<file path="config.mk">
export PLATFORM = sky130hd
export DESIGN_NAME = spi_memory_burst
export DESIGN_NICKNAME = d
export VERILOG_FILES = /design/src/rtl/spi_memory_burst.sv
export SDC_FILE = /design/constraint.sdc
export NUM_CORES = 1
export LEC_CHECK = 0
export ABC_AREA = 1
export CAP_MARGIN = 20
export CORE_ASPECT_RATIO = 1.75
export CORE_MARGIN = 8
export CORE_UTILIZATION = 38
export DETAILED_ROUTE_END_ITERATION = 16
export PLACE_DENSITY = 0.62
export SLEW_MARGIN = 10
export SYNTH_ARGS = -nofsm -noshare
export SYNTH_HDL_FRONTEND = slang
export SYNTH_SLANG_ARGS = --single-unit
export TNS_END_PERCENT = 100
</file>
<file path="constraint.sdc">
create_clock -name clk -period 7.08 [get_ports clk]
set_clock_uncertainty 0.1 [all_clocks]
set_input_delay 1.416 -clock clk [delete_from_list [all_inputs] [get_ports clk]]
set_output_delay 1.416 -clock clk [all_outputs]
set_load 0.005 [all_outputs]
</file>
<file path="src/rtl/spi_memory_burst.sv">
// SPI mode-0 slave memory with burst transfers, address auto-increment/wrap,
// MISO output-enable and a bit-0 fault-injection switch for lab debugging.
module spi_memory_burst #(
  parameter int ADDR_W      = 7,
  parameter int DATA_W      = 8,
  parameter int DEPTH       = 128,
  parameter int SYNC_STAGES = 2
) (
  input  logic       clk,
  input  logic       reset,
  input  logic       sclk_pin,
  input  logic       cs_pin,
  input  logic       mosi_pin,
  input  logic       fault_inject,
  output logic       miso_pin,
  output logic       miso_oe,
  output logic [7:0] leds
);

  localparam int CMD_W  = ADDR_W + 1;
  localparam int MAX_W  = (CMD_W > DATA_W) ? CMD_W : DATA_W;
  localparam int CNT_W  = $clog2(MAX_W);
  localparam int IDX_W  = $clog2(DEPTH);
  localparam int WRAPS  = (2 ** ADDR_W) / DEPTH;
  localparam bit FULL   = (DEPTH == (2 ** ADDR_W));
  localparam int LED_N  = (DATA_W < 8) ? DATA_W : 8;

  localparam logic [CNT_W-1:0]  CMD_LAST  = CNT_W'(CMD_W - 1);
  localparam logic [CNT_W-1:0]  DATA_LAST = CNT_W'(DATA_W - 1);
  localparam logic [ADDR_W-1:0] ADDR_LAST = ADDR_W'(DEPTH - 1);

  typedef enum logic [2:0] {
    IDLE,
    CMD,
    RD_LOAD,
    RD_SHIFT,
    WR_SHIFT,
    WR_STORE
  } state_t;

  state_t              state;
  logic [CNT_W-1:0]    bit_cnt;
  logic [ADDR_W-1:0]   cmd_sr;
  logic [ADDR_W-1:0]   addr_reg;
  logic [DATA_W-1:0]   sr;
  logic [DATA_W-1:0]   mem [DEPTH];

  logic [SYNC_STAGES-1:0] sclk_sync;
  logic [SYNC_STAGES-1:0] cs_sync;
  logic [SYNC_STAGES-1:0] mosi_sync;
  logic                   sclk_d;
  logic                   cs_d;

  logic              sclk_s;
  logic              cs_s;
  logic              mosi_s;
  logic              sclk_rise;
  logic              sclk_fall;
  logic              cs_rise;
  logic              cs_fall;
  logic [ADDR_W-1:0] next_addr;
  logic [DATA_W-1:0] wr_word;
  logic [DATA_W-1:0] shift_in;
  logic [7:0]        leds_word;

  // Pin synchronisers reset to the idle bus levels so reset never fakes an edge.
  always_ff @(posedge clk) begin
    if (reset) begin
      sclk_sync <= '0;
      cs_sync   <= '1;
      mosi_sync <= '0;
      sclk_d    <= 1'b0;
      cs_d      <= 1'b1;
    end else begin
      sclk_sync <= {sclk_sync[SYNC_STAGES-2:0], sclk_pin};
      cs_sync   <= {cs_sync[SYNC_STAGES-2:0], cs_pin};
      mosi_sync <= {mosi_sync[SYNC_STAGES-2:0], mosi_pin};
      sclk_d    <= sclk_sync[SYNC_STAGES-1];
      cs_d      <= cs_sync[SYNC_STAGES-1];
    end
  end

  assign sclk_s    = sclk_sync[SYNC_STAGES-1];
  assign cs_s      = cs_sync[SYNC_STAGES-1];
  assign mosi_s    = mosi_sync[SYNC_STAGES-1];
  assign sclk_rise = sclk_s & ~sclk_d;
  assign sclk_fall = ~sclk_s & sclk_d;
  assign cs_rise   = cs_s & ~cs_d;
  assign cs_fall   = ~cs_s & cs_d;

  assign next_addr = (addr_reg == ADDR_LAST) ? '0 : addr_reg + ADDR_W'(1);
  assign wr_word   = sr ^ DATA_W'(fault_inject);
  assign shift_in  = (sr << 1) | DATA_W'(mosi_s);

  always_comb begin
    leds_word = '0;
    for (int i = 0; i < LED_N; i++) begin
      leds_word[i] = wr_word[i];
    end
  end

  // Out-of-range command addresses fold back into the array by repeated subtraction.
  function automatic logic [ADDR_W-1:0] wrap_addr(input logic [ADDR_W-1:0] a);
    logic [ADDR_W-1:0] v;
    v = a;
    if (!FULL) begin
      for (int i = 0; i < WRAPS; i++) begin
        if (v >= ADDR_W'(DEPTH)) begin
          v = v - ADDR_W'(DEPTH);
        end
      end
    end
    return v;
  endfunction

  // WR_STORE always completes, even if cs rises in that same cycle.
  always_ff @(posedge clk) begin
    if (!reset && state == WR_STORE) begin
      mem[addr_reg[IDX_W-1:0]] <= wr_word;
    end
  end

  always_ff @(posedge clk) begin
    if (reset) begin
      state    <= IDLE;
      bit_cnt  <= '0;
      cmd_sr   <= '0;
      sr       <= '0;
      addr_reg <= '0;
      miso_pin <= 1'b0;
      miso_oe  <= 1'b0;
      leds     <= '0;
    end else if (cs_rise) begin
      if (state == WR_STORE) begin
        leds <= leds_word;
      end
      state    <= IDLE;
      bit_cnt  <= '0;
      miso_pin <= 1'b0;
      miso_oe  <= 1'b0;
    end else begin
      case (state)
        IDLE: begin
          bit_cnt <= '0;
          miso_oe <= 1'b0;
          if (cs_fall) begin
            state <= CMD;
          end
        end
        CMD: begin
          if (sclk_rise) begin
            cmd_sr <= (cmd_sr << 1) | ADDR_W'(mosi_s);
            if (bit_cnt == CMD_LAST) begin
              bit_cnt  <= '0;
              addr_reg <= wrap_addr(cmd_sr);
              state    <= mosi_s ? RD_LOAD : WR_SHIFT;
            end else begin
              bit_cnt <= bit_cnt + CNT_W'(1);
            end
          end
        end
        RD_LOAD: begin
          sr      <= mem[addr_reg[IDX_W-1:0]];
          miso_oe <= 1'b1;
          state   <= RD_SHIFT;
        end
        RD_SHIFT: begin
          if (sclk_fall) begin
            miso_pin <= sr[DATA_W-1];
            sr       <= sr << 1;
          end
          if (sclk_rise) begin
            if (bit_cnt == DATA_LAST) begin
              bit_cnt  <= '0;
              addr_reg <= next_addr;
              state    <= RD_LOAD;
            end else begin
              bit_cnt <= bit_cnt + CNT_W'(1);
            end
          end
        end
        WR_SHIFT: begin
          if (sclk_rise) begin
            sr <= shift_in;
            if (bit_cnt == DATA_LAST) begin
              bit_cnt <= '0;
              state   <= WR_STORE;
            end else begin
              bit_cnt <= bit_cnt + CNT_W'(1);
            end
          end
        end
        WR_STORE: begin
          leds     <= leds_word;
          addr_reg <= next_addr;
          state    <= WR_SHIFT;
        end
        default: state <= IDLE;
      endcase
    end
  end

endmodule

</file>
==> results of run 1 <==
[kinds of logic after synthesis]
group                      synth area share, %
buffers and inverters                     3.38
xor gates and xnor gates                0.0598
and+or+nand+nor                           23.1
AOI/OAI and AO/OA                        0.951
DFF                                       72.4
adders and majority gates               0.0855
[cell usage in the layout, fill, tap and decap left out, types with 3 or more instances in the layout]
| master | netlist | final |
|---|---|---|
| nor3_1 | 3 | 3 |
| inv_8 | 0 | 4 |
| buf_4 | 26 | 30 |
| clkdlybuf4s50_1 | 0 | 15 |
| clkinv_4 | 0 | 5 |
| dfxtp_4 | 0 | 10 |
| dfxtp_1 | 53 | 42 |
| or2_2 | 3 | 3 |
| a21oi_1 | 29 | 29 |
| a221oi_1 | 8 | 8 |
| inv_1 | 33 | 31 |
| clkinv_1 | 0 | 12 |
| ha_1 | 3 | 3 |
| clkinvlp_4 | 0 | 10 |
| nand2_1 | 1196 | 1196 |
| edfxtp_1 | 1024 | 1024 |
| nor2_4 | 5 | 5 |
| bufinv_16 | 0 | 16 |
| clkbuf_16 | 0 | 88 |
| inv_2 | 5 | 5 |
| clkbuf_1 | 31 | 6 |
| nand3_1 | 960 | 960 |
| o21ai_0 | 30 | 30 |
| nor2_1 | 183 | 183 |
| inv_6 | 1 | 6 |
| buf_12 | 0 | 4 |
| clkinv_2 | 0 | 12 |
[through the flow]
step	std cells	util, %	setup WS (ps)	power [mW]	area (µm²)
after global placement	5104	39.1	2070	12.4	45000
after floorplan	3788	-	1340	10.9	43900
after detailed placement	5105	39.1	2190	12.5	45000
after CTS	5264	41.7	2910	17.6	48000
final	5265	41.7	2890	17.5	48000
after global routing	5265	41.7	2810	18.3	48000
[critical path, cell delays in order]
cell and delay [ps]:
clkdlybuf4s50_1 820, nor3_4 400, nand3_2 820, nor2_1 900
[final cells by class]
cell class	count	area (µm²)
diodes	1	2.50
flip-flops and latches	1077	31800
repair buffers	49	455
clock inverters	65	807
well taps	1503	1880
fillers	10800	67200
clock buffers	94	2220
inverters	40	179
multi-input cells	2436	10600
[power groups by stage]
stage | Sequential (mW) | Combinational (mW) | Clock [mW]
floorplan | 7.55 | 3.30 | 0
global placement | 7.72 | 4.72 | 0
detailed placement | 7.72 | 4.76 | 0
CTS | 7.58 | 4.78 | 5.21
global route | 7.60 | 5.20 | 5.45
finish | 7.58 | 4.80 | 5.15
[worst paths after layout]
kind                      from      endpoint  cells past startpoint
hold reg to reg   mosi_sync[0]  mosi_sync[1]                      2
hold / removal    mosi_sync[0]  mosi_sync[1]                      2
setup reg to reg     flip-flop         sr[1]                     12
setup / recovery         reset    mem[70][0]                      4
[layer usage]
| metal | share of wire, % | track usage, % | wire [µm] | up-vias |
|---|---|---|---|---|
| li1 | - | - | - | 13100 |
| met1 | 36 | 19.1 | 41600 | 13600 |
| met2 | 53 | 33.2 | 61200 | 993 |
| met3 | 4.8 | 2.13 | 5630 | 322 |
| met4 | 6.7 | 10.9 | 7830 | 0 |
| met5 | 0 | 0 | 0 | - |
==> metrics.cfg, run 1 <==
[placed_design]
hpwl_mm=69.5
place.gp.congestion=0.892
portBuffers=15

[cts]
clk_pin_slew_worst_paths_ps=70
numClockSinks=1077
cts_resized=0
cts-root-buf=clkbuf_16
htree_levels=3
post_cts_buffers=0
cts_tree=done
clock_path_buffers=3
clock_latency_ps=670
cts_made_buffers=85
ctsHoldBuffers=0

[logic_synthesis]
synth_edf_count=1024
async_flop_share_pct=0
synth_fp_nets=3797
ys_seq_elements=1077
ys_warn_count=0
synth_ff_type=edfxtp_1
synth_top_area_share_pct=70.0
ys_seq_area_share_pct=72.4
syn_area_um2=43900
synth_most_common_cell=nand2_1
ys_types=32
synthCells=3788
netlist_top_cells_count=1196 x nand2_1, 1024 x edfxtp_1, 960 x nand3_1
ys_top_cells_by_area=edfxtp_1 70%, nand3_1 11%, nand2_1 10%, dfxtp_1 2.4%, nor2_1 1.6%
syn_avg_cell_area_um2=11.6
synth_top_area_cell=edfxtp_1

[drt]
ant_nets=0
vias=28000
firstDrtPassIters=6
viasPerCell=5.32
drt-total-wl_mm=116
post_drt_wl_per_cell_um=22.1
drc=0
first_iter_violations=2131

[sta]
worst_slew_pin_slew_ps=1100
finalSetupViolations=0
fmax_mhz=239
final_min_period_over_clock_period_pct=59.2
hold_viol_final=0
timing.slew.headroom_pct=26.7
drv_slew=0
period_minus_slack_ps=4190
fin_tns_setup_ps=0
hold_ws_ps=301
rsz0062_at_grt=no

[power]
swShare_pct=35.4
power.density_nw_per_um2=365
internal-power_mw=11.3
pwr-share-clk_pct=29.4
leakagePower_nw=16.5
seqPwrFrac_pct=43.2
peakVddDrop_v=0.000275
switchingPower_mw=6.20
power_frac_comb_pct=27.4

[grt]
grt_max_degree=264
grt_pass1_vias=28100
antenna_found_initial=1
grt_overflow=0
gr-usage-all-layers_pct=17.9
grt_pass1_wl_mm=172

[floorplan]
fp.dieH_um=466
die_w_um=273
num_rows=165
core-area_um2=115000
pin_count=16
fp.dieArea_um2=127000
start_util_pct=38.1

[setup_path]
worst_setup_path_end_kind=flip-flop
worst-r2r-setup-slack_ps=3280
crit_fanout=16
crit_type=input port to flip-flop
crit_path_start_kind=input port
crit_arrival_ps=4390
critPathRequiredTime_ps=7280

[status]
status=finished clean

[flow_run]
max_cap_violations=0

[finish]
nets=3698
drive_above_1_share_pct=5.72
syn_to_final_growth_pct=9.38
largest_reg_flops=1024

[hold_path]
min_path_type=flip-flop to flip-flop

Power figures use the tool's default switching activity.
==> run 2: changes to the inputs <==
- PLACE_DENSITY: 0.62 -> 0.64
- clock period: 7.08 -> 3.45 ns (I/O delays scaled with it)
==> run 2 against run 1 <==
Net effect:
- sequential cell count unchanged
- largest power group unchanged
- combinational power rose by 120%
- core utilization rose by 0.57 points
- global-route usage grew 0.22 points
==> metrics.cfg, run 2 (synthesis results as in run 1) <==
[status]
status=finished clean

[finish]
final_area_um2=48700  ; +1.4%
seqCellArea_um2=31800  ; unchanged
syn_to_final_growth_pct=10.9
largest_reg_flops=1024  ; unchanged
multiInputGateArea_um2=10600  ; unchanged
fin_util_pct=42.3  ; +0.57 points
final_common_cell=nand2_1
layout_common_cells=1196 x nand2_1, 1024 x edfxtp_1, 960 x nand3_1
nets=3773  ; +2.0%
fill_cells=10700  ; -1.0%
drive_above_1_share_pct=7.28  ; +1.6 points

[setup_path]
r2r_cells=7  ; -5
crit_path_start_kind=flip-flop
crit_type=flip-flop to flip-flop
worst-r2r-setup-slack_ps=710  ; -2570 ps
critPathRequiredTime_ps=3650  ; -3630 ps
max_stage_delay_ps=510  ; -390 ps
worst_setup_path_end_kind=flip-flop
slowest_stage=nor2_1
crit_fanout=12  ; -4
reg2reg_to=mem[35][2]
crit_top_cell=nor2_4
timing.rr.start=state[0]
crit_chain=nand2_1, nor2_4, inv_2, nor2_4, nand4_2, buf_12, nor2_1
crit_arrival_ps=2940  ; -1450 ps

[drt]
vias=28700  ; +2.3%
drt-total-wl_mm=118  ; +1.6%
post_drt_wl_per_cell_um=22.1  ; +0.15%
first_iter_violations=2730  ; +28%
viasPerCell=5.37  ; +0.86%
ant_nets=0  ; unchanged
firstDrtPassIters=6  ; unchanged
drc=0  ; unchanged

[sta]
final_min_period_over_clock_period_pct=79.5
drv_slew=0  ; unchanged
timing.slew.headroom_pct=38.7  ; +12 points
fin_tns_setup_ps=0  ; unchanged
worst_slew_pin_slew_ps=919  ; -181 ps
period_minus_slack_ps=2740
rsz0062_at_grt=no
hold_viol_final=0  ; unchanged
hold_ws_ps=304  ; +2.97 ps
finalSetupViolations=0  ; unchanged
fmax_mhz=365

[placed_design]
portBuffers=15  ; unchanged
place.gp.congestion=0.893  ; about the same
postPlaceCellArea_um2=45900  ; +2.0%
hpwl_mm=73.2  ; +5.4%

[grt]
grt_pass1_wl_mm=174  ; +1.4%
antenna_found_initial=1  ; unchanged
grt_pass1_vias=28400  ; +1.2%
busiest_layer=met2
grt_use_met3_pct=2.05  ; -0.077 points
grt_use_met1_pct=19.3  ; +0.20 points
use_met2_pct=33.2  ; -0.034 points
grt_max_degree=143  ; -46%
grt_overflow=0  ; unchanged
gr-usage-all-layers_pct=18.1  ; +0.22 points

[cts]
htree_levels=3  ; unchanged
cts-root-buf=clkbuf_16
cts_tree=done
clock_path_buffers=3  ; unchanged
clock_latency_ps=660  ; about the same
ctsHoldBuffers=0  ; unchanged
clk_pin_slew_worst_paths_ps=70  ; about the same
numClockSinks=1077  ; unchanged
cts_resized=0  ; unchanged
post_cts_buffers=0  ; unchanged
cts_made_buffers=87  ; +2.4%

[floorplan]
pin_count=16  ; unchanged
fp.dieH_um=466  ; unchanged
start_util_pct=38.1  ; unchanged
core-area_um2=115000  ; unchanged
num_rows=165  ; unchanged
fp.dieArea_um2=127000  ; unchanged
die_w_um=273  ; unchanged

[hold_path]
min_from=mosi_sync[0]
whs_path_depth=2  ; unchanged
worstHoldEndpoint=mosi_sync[1]
min_path_type=flip-flop to flip-flop

[flow_run]
max_cap_violations=0  ; unchanged

[power]
peakVddDrop_v=0.000591  ; +110%
power.density_nw_per_um2=733  ; +100%
leakagePower_nw=16.9  ; +2.4%

-- run 2: how the worst max path moves through the flow --
stage	to	startpoint
after floorplan	mem[0][0]	fault_inject
after global placement	mem[74][3]	reset
after detailed placement	mem[10][5]	reset
after CTS	mem[10][4]	state[0]
after global routing	mem[43][3]	state[2]
final	mem[35][2]	state[0]
-- run 2: power breakdown --
| part | internal [mW] | switching [mW] |
|---|---|---|
| combinational | 2.75 | 7.76 |
| clock | 5.35 | 4.55 |
| sequential | 14.8 | 0.469 |
| total | 22.9 | 12.8 |
-- run 2: per-stage QoR --
| step | instances | total power [mW] | setup slack [ps] |
|---|---|---|---|
| after floorplan | 3788 | 22.3 | 59.7 |
| after global placement | 5178 | 26.0 | 352 |
| after detailed placement | 5178 | 26.0 | 296 |
| after CTS | 5338 | 35.8 | 713 |
| after global routing | 5339 | 37.2 | 503 |
| final | 5339 | 35.7 | 709 |
-- run 2: metal layers --
metal	vias up	routed length, µm
met5	-	0
met4	0	8880
met3	356	6300
met2	1161	62400
met1	13900	40500
li1	13300	-
-- run 2: cell type report --
class | instances | share of cell area (%)
Clock buffer | 106 | 4.75
Multi-Input combinational cell | 2436 | 21.9
Clock inverter | 54 | 1.02
Tap cell | 1503 | 3.86
Timing Repair Buffer | 122 | 2.75
Sequential cell | 1077 | 65.4
Inverter | 40 | 0.367
Antenna cell | 1 | 0.00514
-- run 2: worst max-delay path: cells and delay by family, from the launching register on --
kind | cells | cell delay, ps
AND/OR/NAND/NOR | 5 | 1340
buffers and inverters | 2 | 480
flip-flops | 1 | 440
